<file path="config.mk">
export PLATFORM = sky130hd
export DESIGN_NAME = k_sync_fifo_t2
export DESIGN_NICKNAME = d
export VERILOG_FILES = /design/src/rtl/k_fifo_pkg.sv /design/src/rtl/k_dp_ndeep_ram_t2.sv /design/src/rtl/k_sync_fifo_t2.sv
export SDC_FILE = /design/constraint.sdc
export NUM_CORES = 1
export LEC_CHECK = 0
export ABC_AREA = 1
export CAP_MARGIN = 0
export CELL_PAD_IN_SITES_DETAIL_PLACEMENT = 1
export CELL_PAD_IN_SITES_GLOBAL_PLACEMENT = 1
export CORE_ASPECT_RATIO = 1.1
export CORE_UTILIZATION = 35
export DETAILED_ROUTE_END_ITERATION = 8
export HOLD_SLACK_MARGIN = 0.03
export PLACE_DENSITY = 0.73
export SYNTH_ARGS = -nofsm -noshare
export SYNTH_HDL_FRONTEND = slang
export SYNTH_SLANG_ARGS = --single-unit
export TNS_END_PERCENT = 100
</file>
<file path="constraint.sdc">
create_clock -name wclk -period 4.74 [get_ports wclk]
set_input_delay 1.422 -clock wclk [delete_from_list [all_inputs] [get_ports wclk]]
set_output_delay 1.422 -clock wclk [all_outputs]
set_load 0.005 [all_outputs]
</file>
<file path="src/rtl/k_fifo_pkg.sv">
// Shared FIFO subsystem package: default sizes and pointer/depth helpers.
package k_fifo_pkg;

  localparam int DATA_SIZE_DEF = 8;
  localparam int ADDR_SIZE_DEF = 4;

  function automatic int depth_of(input int asz);
    return 1 << asz;
  endfunction

  function automatic int ptr_w(input int asz);
    return asz + 1;
  endfunction

endpackage

</file>
<file path="src/rtl/k_dp_ndeep_ram_t2.sv">
// Dual-port n-deep RAM with a registered read port on a single clock.
// Array contents are never reset; only the read register is.
module k_dp_ndeep_ram_t2
  import k_fifo_pkg::*;
#(
  parameter int data_size = DATA_SIZE_DEF,
  parameter int addr_size = ADDR_SIZE_DEF
) (
  input  logic                 wclk,
  input  logic                 wrst,
  input  logic                 wen,
  input  logic [addr_size-1:0] waddr,
  input  logic [data_size-1:0] wdata,
  input  logic                 ren,
  input  logic [addr_size-1:0] raddr,
  output logic [data_size-1:0] rdata
);

  localparam int DEPTH = depth_of(addr_size);

  logic [data_size-1:0] mem [DEPTH];

  always_ff @(posedge wclk) begin
    if (wen) mem[waddr] <= wdata;
  end

  always_ff @(posedge wclk) begin
    if (wrst)     rdata <= '0;
    else if (ren) rdata <= mem[raddr];
  end

endmodule

</file>
<file path="src/rtl/k_sync_fifo_t2.sv">
// Single-clock FIFO: pointers, occupancy, flags and registered read data.
// Sticky overflow/underflow built only when K_SYNC_FIFO_ERR_EN is defined.
module k_sync_fifo_t2
  import k_fifo_pkg::*;
#(
  parameter int data_size = DATA_SIZE_DEF,
  parameter int addr_size = ADDR_SIZE_DEF,
  parameter int af_level  = 1,
  parameter int ae_level  = 1
) (
  input  logic                 wclk,
  input  logic                 wrst,
  input  logic [data_size-1:0] wdata,
  input  logic                 wen,
  input  logic                 ren,
  output logic [data_size-1:0] rdata,
  output logic                 rvalid,
  output logic                 wfull,
  output logic                 rempty,
  output logic                 almost_full,
  output logic                 almost_empty,
  output logic [addr_size:0]   count,
  output logic                 overflow,
  output logic                 underflow
);

  localparam int DEPTH = depth_of(addr_size);
  localparam int PW    = ptr_w(addr_size);

  logic [PW-1:0] wptr;
  logic [PW-1:0] rptr;
  logic          wacc;
  logic          racc;

  // Flags come from the registered count only.
  assign wfull        = (count == PW'(DEPTH));
  assign rempty       = (count == '0);
  assign almost_full  = ((32'(count) + 32'(af_level)) >= 32'(DEPTH));
  assign almost_empty = (32'(count) <= 32'(ae_level));

  assign wacc = wen && !wfull;
  assign racc = ren && !rempty;

  always_ff @(posedge wclk) begin
    if (wrst) begin
      wptr   <= '0;
      rptr   <= '0;
      count  <= '0;
      rvalid <= 1'b0;
    end else begin
      if (wacc) wptr <= wptr + PW'(1);
      if (racc) rptr <= rptr + PW'(1);
      unique case ({wacc, racc})
        2'b10:   count <= count + PW'(1);
        2'b01:   count <= count - PW'(1);
        default: count <= count;
      endcase
      rvalid <= racc;
    end
  end

  k_dp_ndeep_ram_t2 #(
    .data_size (data_size),
    .addr_size (addr_size)
  ) u_ram (
    .wclk  (wclk),
    .wrst  (wrst),
    .wen   (wacc),
    .waddr (wptr[addr_size-1:0]),
    .wdata (wdata),
    .ren   (racc),
    .raddr (rptr[addr_size-1:0]),
    .rdata (rdata)
  );

`ifdef K_SYNC_FIFO_ERR_EN
  always_ff @(posedge wclk) begin
    if (wrst) begin
      overflow  <= 1'b0;
      underflow <= 1'b0;
    end else begin
      if (wen && wfull)  overflow  <= 1'b1;
      if (ren && rempty) underflow <= 1'b1;
    end
  end
`else
  assign overflow  = 1'b0;
  assign underflow = 1'b0;
`endif

endmodule

</file>
==> results of run 1 <==
[sequential cells by signal, indices dropped and copies added, names as in the netlist]
register,cells
rvalid,1
count,5
wptr,4
u_ram.rdata,8
rptr,4
u_ram.mem,128
[final timing paths]
kind,start,slack (ns),endpoint
max,count[0],1.29,almost_full
min,wptr[2],0.55,wptr[2]
max reg2reg,count[0],2.29,u_ram.mem[1][6]
min reg2reg,wptr[2],0.55,wptr[2]
[worst max-delay path: stages, from the launching register on]
cell and delay [ns]:
dfxtp_1 0.41, ha_1 0.21, nand2_1 0.07, nor2_1 0.20
nand2_1 0.08, o21ai_0 0.09, clkdlybuf4s50_1 0.54
[placed cells by master (no fill, tap or decap), types with 2 or more instances in the layout]
cell             synthesis  layout
nand2_1                218     218
edfxtp_1               128     128
nand3_1                 93      93
inv_1                   87      87
nor2_1                  40      40
clkdlybuf4s50_1          0      29
dfxtp_1                 22      21
clkbuf_16                0      17
o21ai_0                 13      13
a21oi_1                 13      13
ha_1                    10      10
inv_6                    0       5
inv_2                    4       4
clkinv_4                 0       4
nand2_2                  3       3
bufinv_16                0       3
clkinv_1                 1       2
conb_1                   1       2
buf_4                    5       2
[power by group]
group	leakage (nW)	total (mW)	internal, mW	switching, mW
combinational	1.50	1.03	0.357	0.672
clock	0.299	1.42	0.841	0.575
sequential	1.34	1.56	1.51	0.0538
total	3.13	4.01	2.71	1.30
[area by class of cell]
type                       count  area (um2)  area share, %
clock buffer                  17         425           5.58
clock inverter                15         191           2.51
inverter                      92         345           4.53
multi-input combinational    399        1770           23.2
sequential                   150        4290           56.2
tap                          243         304           3.99
timing repair buffer          31         305           4.00
[metrics by stage]
stage          worst slack, ns  hold slack [ns]  utilization, %  instances  power (mW)
5_1_grt                   1.17            0.589            41.3        947        4.20
6_report                  1.29            0.546            41.3        947        4.01
4_1_cts                   1.29            0.553            41.3        947        4.04
3_3_place_gp              1.47            0.542            37.9        915        2.57
2_1_floorplan             2.12            0.466               -        672        2.31
3_5_place_dp              1.36            0.544            37.9        915        2.61
[layer usage]
layer / track usage, % / part of all wire, %
met5: 0 / 0
met4: 11.8 / 4.3
met1: 22.8 / 41
met3: 3.33 / 3.5
met2: 33.9 / 51
[kinds of logic (layout without fill, tap and decap cells)]
group           count (synthesis)  after routing  share of synthesized area (%)
simple gates                  358            358                           22.4
flops                         150            150                           64.6
buf+inv                       123            155                           8.74
compound gates                 28             28                           2.15
fa+ha+maj                      10             10                           1.89
other cells                     1              2                         0.0566
xor+xnor                        1              1                          0.132
==> summary.md, run 1 <==
| Metric | Value |
|---|---|
| Most frequent cell after synthesis | `nand2_1` |
| Commonest cells in the netlist | `nand2_1, edfxtp_1, nand3_1` |
| Vias per inst | `4.90` |
| Num CTS Buffers | `17` |
| Routed len/inst | `18.9 um` |
| Mapped Area | `6630 um2` |
| Initial drt markers | `257` |
| Hold Path Class | `reg2reg` |
| # setup viols final | `0` |
| Post-synth EDFFs | `128` |
| Top cell type's share of synthesized area | `58.0%` |
| Largest net degree at the start of global routing | `68` |
| Gr ovfl total | `0` |
| Worst Max-Slew Pin Slew | `1.15 ns` |
| Dominant synthesized flop cell | `edfxtp_1` |
| Clk slew on worst S/H paths | `0.06 ns` |
| Initial Util | `35.9%` |
| Syn Area/Cell | `9.88 um2` |
| Die area | `19,500 um2` |
| Crit end category | `primary output` |
| Sequential cell area fraction in the yosys report | `64.6%` |
| Peak VDD IR | `238 uV` |
| Layout cells sized above 1 | `6.25%` |
| Vias in the first global route | `4,990` |
| First-pass iteration count of the detailed router | `4` |
| RSZ-0062 raised after global routing | `no` |
| H-tree depth | `4` |
| Post-CTS sizing | `0` |
| Leakage | `3.13 nW` |
| PortBufs | `29` |
| Fin. Hold Viols | `0` |
| RePlAce Congestion | `0.898` |
| CTS tree | `done` |
| Sink Count | `150` |
| Max Cap Violations | `0` |
| Post-Place Cell Area | `7010 um2` |
| Design Area, Final | `7630 um2` |
| Post-layout net count | `713` |
| CTS root buf | `clkbuf_16` |
| Minimum clock period | `3.45 ns` |
| Worst Skew | `0.0140 ns` |
| Die X | `133 um` |
| Total number of vias | `4,645` |
| Max Clock Freq | `290 MHz` |
| Longest Clk Path Bufs | `2` |
| Critical Path Start Type | `register` |
| Die Y | `146 um` |
| Hold buffers post-CTS | `0` |
| Clk Latency, worst-skew pair | `0.43 ns` |
| Post-Syn Instances | `671` |
| DP HPWL | `11,500 um` |
| Setup repair bufs after CTS | `0` |
| Setup TNS | `0 ns` |
| Share of flip-flops with an asynchronous set or reset | `0%` |
| Reg2Reg Depth | `7` |
| Final period util | `72.7%` |
| Synth area leader | `edfxtp_1` |
| Drt total wl | `17,900 um` |
| Crit path max fanout | `5` |
| Initial antenna violation count | `0` |
| Number of antenna diodes | `0` |
| Hold Path Stages | `2` |
| Core area | `18,500 um2` |
| Routed Antenna Nets | `0` |
| Slew headroom | `23.1%` |
| DRC Markers | `0` |
| Total track usage | `19.6%` |
| Top post-synthesis cells by area | `edfxtp_1, nand2_1, nand3_1` |
| Status | `finished, final reports clean` |
| PD cells | `526 nW/um2` |
| Synth warn | `0` |
| Layout fillers | `2,093` |
| #FFs+latches synth | `150` |
| IO Pins | `32` |
| Kind of critical path | `reg2out` |
| Global-route wire length before repair | `27,800 um` |
| Rows | `52` |
| Layout area overhead | `15.0%` |
| Slew Viols, Final | `0` |
| Distinct cells, synth | `24` |
| Required @ worst endpoint | `3.32 ns` |
| Crit path DAT | `2.03 ns` |
(Power assumes the default switching activity.)
==> run 2, diff against run 1 <==
==> constraint.sdc (replaced) <==
create_clock -name wclk -period 3.38 [get_ports wclk]
set_input_delay 1.014 -clock wclk [delete_from_list [all_inputs] [get_ports wclk]]
set_output_delay 1.014 -clock wclk [all_outputs]
set_load 0.005 [all_outputs]
==> summary.md, run 2 (synthesis results as in run 1) <==
| Metric | Value |
|---|---|
| Sink Count | `150 (unchanged)` |
| Dpl cells | `926 (was 915)` |
| Fin. Hold Viols | `0 (unchanged)` |
| Total number of vias | `4,653 (was 4,645)` |
| Slowest library cell on the worst path | `clkdlybuf4s50_1 (unchanged)` |
| Commonest cells after routing, fill and taps aside | `nand2_1, edfxtp_1, nand3_1 (unchanged)` |
| Net Sw Frac | `30.6% (was 32.4%)` |
| Max FFs per register | `128 (unchanged)` |
| Largest net degree at the start of global routing | `66 (was 68)` |
| CTS tree | `done (unchanged)` |
| Setup repair bufs after CTS | `0 (unchanged)` |
| Design Area, Final | `7710 um2 (was 7630 um2)` |
| Die area | `19,500 um2 (unchanged)` |
| Gr ovfl total | `0 (unchanged)` |
| R2r setup slk | `0.95 ns (was 2.29 ns)` |
| Layout cells sized above 1 | `6.72% (was 6.25%)` |
| Max Cap Violations | `0 (unchanged)` |
| Post-layout net count | `724 (was 713)` |
| Minimum clock period | `2.95 ns` |
| Core area | `18,500 um2 (unchanged)` |
| Initial drt markers | `328 (was 257)` |
| Required @ worst endpoint | `2.37 ns (was 3.32 ns)` |
| Crit path max fanout | `5 (unchanged)` |
| # setup viols final | `0 (unchanged)` |
| CP peak stage delay | `0.54 ns (about the same)` |
| Clk slew on worst S/H paths | `0.06 ns (about the same)` |
| Largest regs | `u_ram.mem x128, u_ram.rdata x8, count x5 (unchanged)` |
| Net Switching | `1.73 mW (was 1.30 mW)` |
| Combinational share of power | `25.7% (about the same)` |
| Crit path DAT | `1.93 ns (was 2.03 ns)` |
| Max Clock Freq | `339 MHz` |
| P_int | `3.93 mW (was 2.71 mW)` |
| CTS root buf | `clkbuf_16 (unchanged)` |
| WL met2 | `9240 um (was 9070 um)` |
| Vias per inst | `4.86 (was 4.90)` |
| CP Cell Sequence | `ha_1 > nand2_1 > nor2_1 > nand2_1 > o21ai_0 > clkdlybuf4s50_1 (unchanged)` |
| Post-CTS sizing | `0 (unchanged)` |
| Die Y | `146 um (unchanged)` |
| Longest Clk Path Bufs | `2 (unchanged)` |
| Most common cell after layout, fill and taps aside | `nand2_1 (unchanged)` |
| Number of antenna diodes | `0 (unchanged)` |
| Top Metal Used | `met4 (unchanged)` |
| Status | `finished, final reports clean (unchanged)` |
| Drt total wl | `18,000 um (was 17,900 um)` |
| Slew headroom | `39.7% (was 23.1%)` |
| Hold buffers post-CTS | `0 (unchanged)` |
| Initial Util | `35.9% (unchanged)` |
| Sequential share of power | `38.7% (was 39.0%)` |
| Total track usage | `19.8% (was 19.6%)` |
| Kind of critical path | `reg2out (unchanged)` |
| Die X | `133 um (unchanged)` |
| Global-route wire length before repair | `28,200 um (was 27,800 um)` |
| Rows | `52 (unchanged)` |
| Num CTS Buffers | `17 (unchanged)` |
| Hold Path Class | `reg2reg (unchanged)` |
| Footprint of the multi-input gates | `1770 um2 (unchanged)` |
| DRC Markers | `0 (unchanged)` |
| M1 WL | `7350 um (was 7400 um)` |
| Critical Path Start Type | `register (unchanged)` |
| Crit end category | `primary output (unchanged)` |
| Layout area overhead | `16.3% (was 15.0%)` |
| Slew Viols, Final | `0 (unchanged)` |
| RePlAce Congestion | `0.857 (was 0.898)` |
| Crit path max-delay family | `buffers and inverters (unchanged)` |
| Clock power frac | `35.6% (was 35.3%)` |
| Buffers and inverters on the worst path | `1 (unchanged)` |
| RSZ-0062 raised after global routing | `no (unchanged)` |
| Setup TNS | `0 ns (unchanged)` |
| Min Hold Slack | `0.526 ns (was 0.546 ns)` |
| Top cell by count, worst path | `nand2_1 (unchanged)` |
| Worst Max-Slew Pin Slew | `0.902 ns (was 1.15 ns)` |
| Initial antenna violation count | `0 (unchanged)` |
| Leakage | `3.18 nW (was 3.13 nW)` |
| Worst Skew | `0.00893 ns (was 0.0140 ns)` |
| Final period util | `87.2%` |
| First-pass iteration count of the detailed router | `4 (unchanged)` |
| Pwr Total | `5.67 mW (was 4.01 mW)` |
| DP HPWL | `11,600 um (was 11,500 um)` |
| Final Util | `41.7% (was 41.3%)` |
| PnR worst setup slack | `0.431 ns (was 1.29 ns)` |
| Largest Register | `u_ram.mem (unchanged)` |
| Routed len/inst | `18.8 um (was 18.9 um)` |
| H-tree depth | `4 (unchanged)` |
| Layout Cells excl Fill | `957 (was 947)` |
| Place WS | `0.420 ns (was 1.36 ns)` |
| PD cells | `735 nW/um2 (was 526 nW/um2)` |
| PortBufs | `29 (unchanged)` |
| IO Pins | `32 (unchanged)` |
| Layout fillers | `2,100 (was 2,093)` |
| Post-Place Cell Area | `7090 um2 (was 7010 um2)` |
| FF/Latch Area | `4290 um2 (unchanged)` |
| Met3 wire len | `795 um (was 619 um)` |
| Clk Latency, worst-skew pair | `0.43 ns (about the same)` |
| Vias in the first global route | `5,041 (was 4,990)` |
| Routed Antenna Nets | `0 (unchanged)` |
| Peak VDD IR | `453 uV (was 238 uV)` |
run 2: cell count changes in the layout (fill, tap and decap cells not counted), sizes merged:
| cell | change |
|---|---|
| buf | +11 |
| inv | -6 |
| clkbuf | +3 |
| bufinv | +2 |
run 2: cell type report:
| type | count | area share [%] |
|---|---|---|
| clock inverter | 11 | 2.35 |
| sequential | 150 | 55.6 |
| multi-input combinational | 399 | 22.9 |
| tap | 243 | 3.94 |
| inverter | 92 | 4.48 |
| clock buffer | 20 | 5.66 |
| timing repair buffer | 42 | 5.03 |
run 2: layer usage:
metal	vias to the layer above	global-route usage, %
met5	-	0
met4	0	8.81
met3	36	4.41
met2	103	34.3
met1	2286	23.6
li1	2228	-
run 2: tightest hold or removal path, stage by stage (launching register included):
cell     delay (ns)
dfxtp_1        0.33
nand2_1        0.08
a21oi_1        0.06
run 2: worst paths after layout:
path         cells after the start         endpoint  startpoint
max                              6      almost_full    count[0]
min                              2          wptr[2]     wptr[2]
max reg2reg                      7  u_ram.mem[8][4]    count[0]
min reg2reg                      2          wptr[2]     wptr[2]
run 2: power groups by stage:
stage | combinational, mW | clock [mW] | sequential [mW]
6_report | 1.46 | 2.02 | 2.19
5_1_grt | 1.63 | 2.10 | 2.21
4_1_cts | 1.47 | 2.05 | 2.19
3_5_place_dp | 1.45 | 0 | 2.23
3_3_place_gp | 1.39 | 0 | 2.23
2_1_floorplan | 1.03 | 0 | 2.22
==> run 3, diff against run 2 <==
--- a/config.mk
+++ b/config.mk
@@ -11,6 +11,7 @@
 export CELL_PAD_IN_SITES_GLOBAL_PLACEMENT = 1
 export CORE_ASPECT_RATIO = 1.1
 export CORE_UTILIZATION = 35
+export CTS_CLUSTER_SIZE = 14
 export DETAILED_ROUTE_END_ITERATION = 8
 export HOLD_SLACK_MARGIN = 0.03
 export PLACE_DENSITY = 0.73
==> results of run 3 <==
No change in the layout: final DEF, timing and power equal those of run 2.
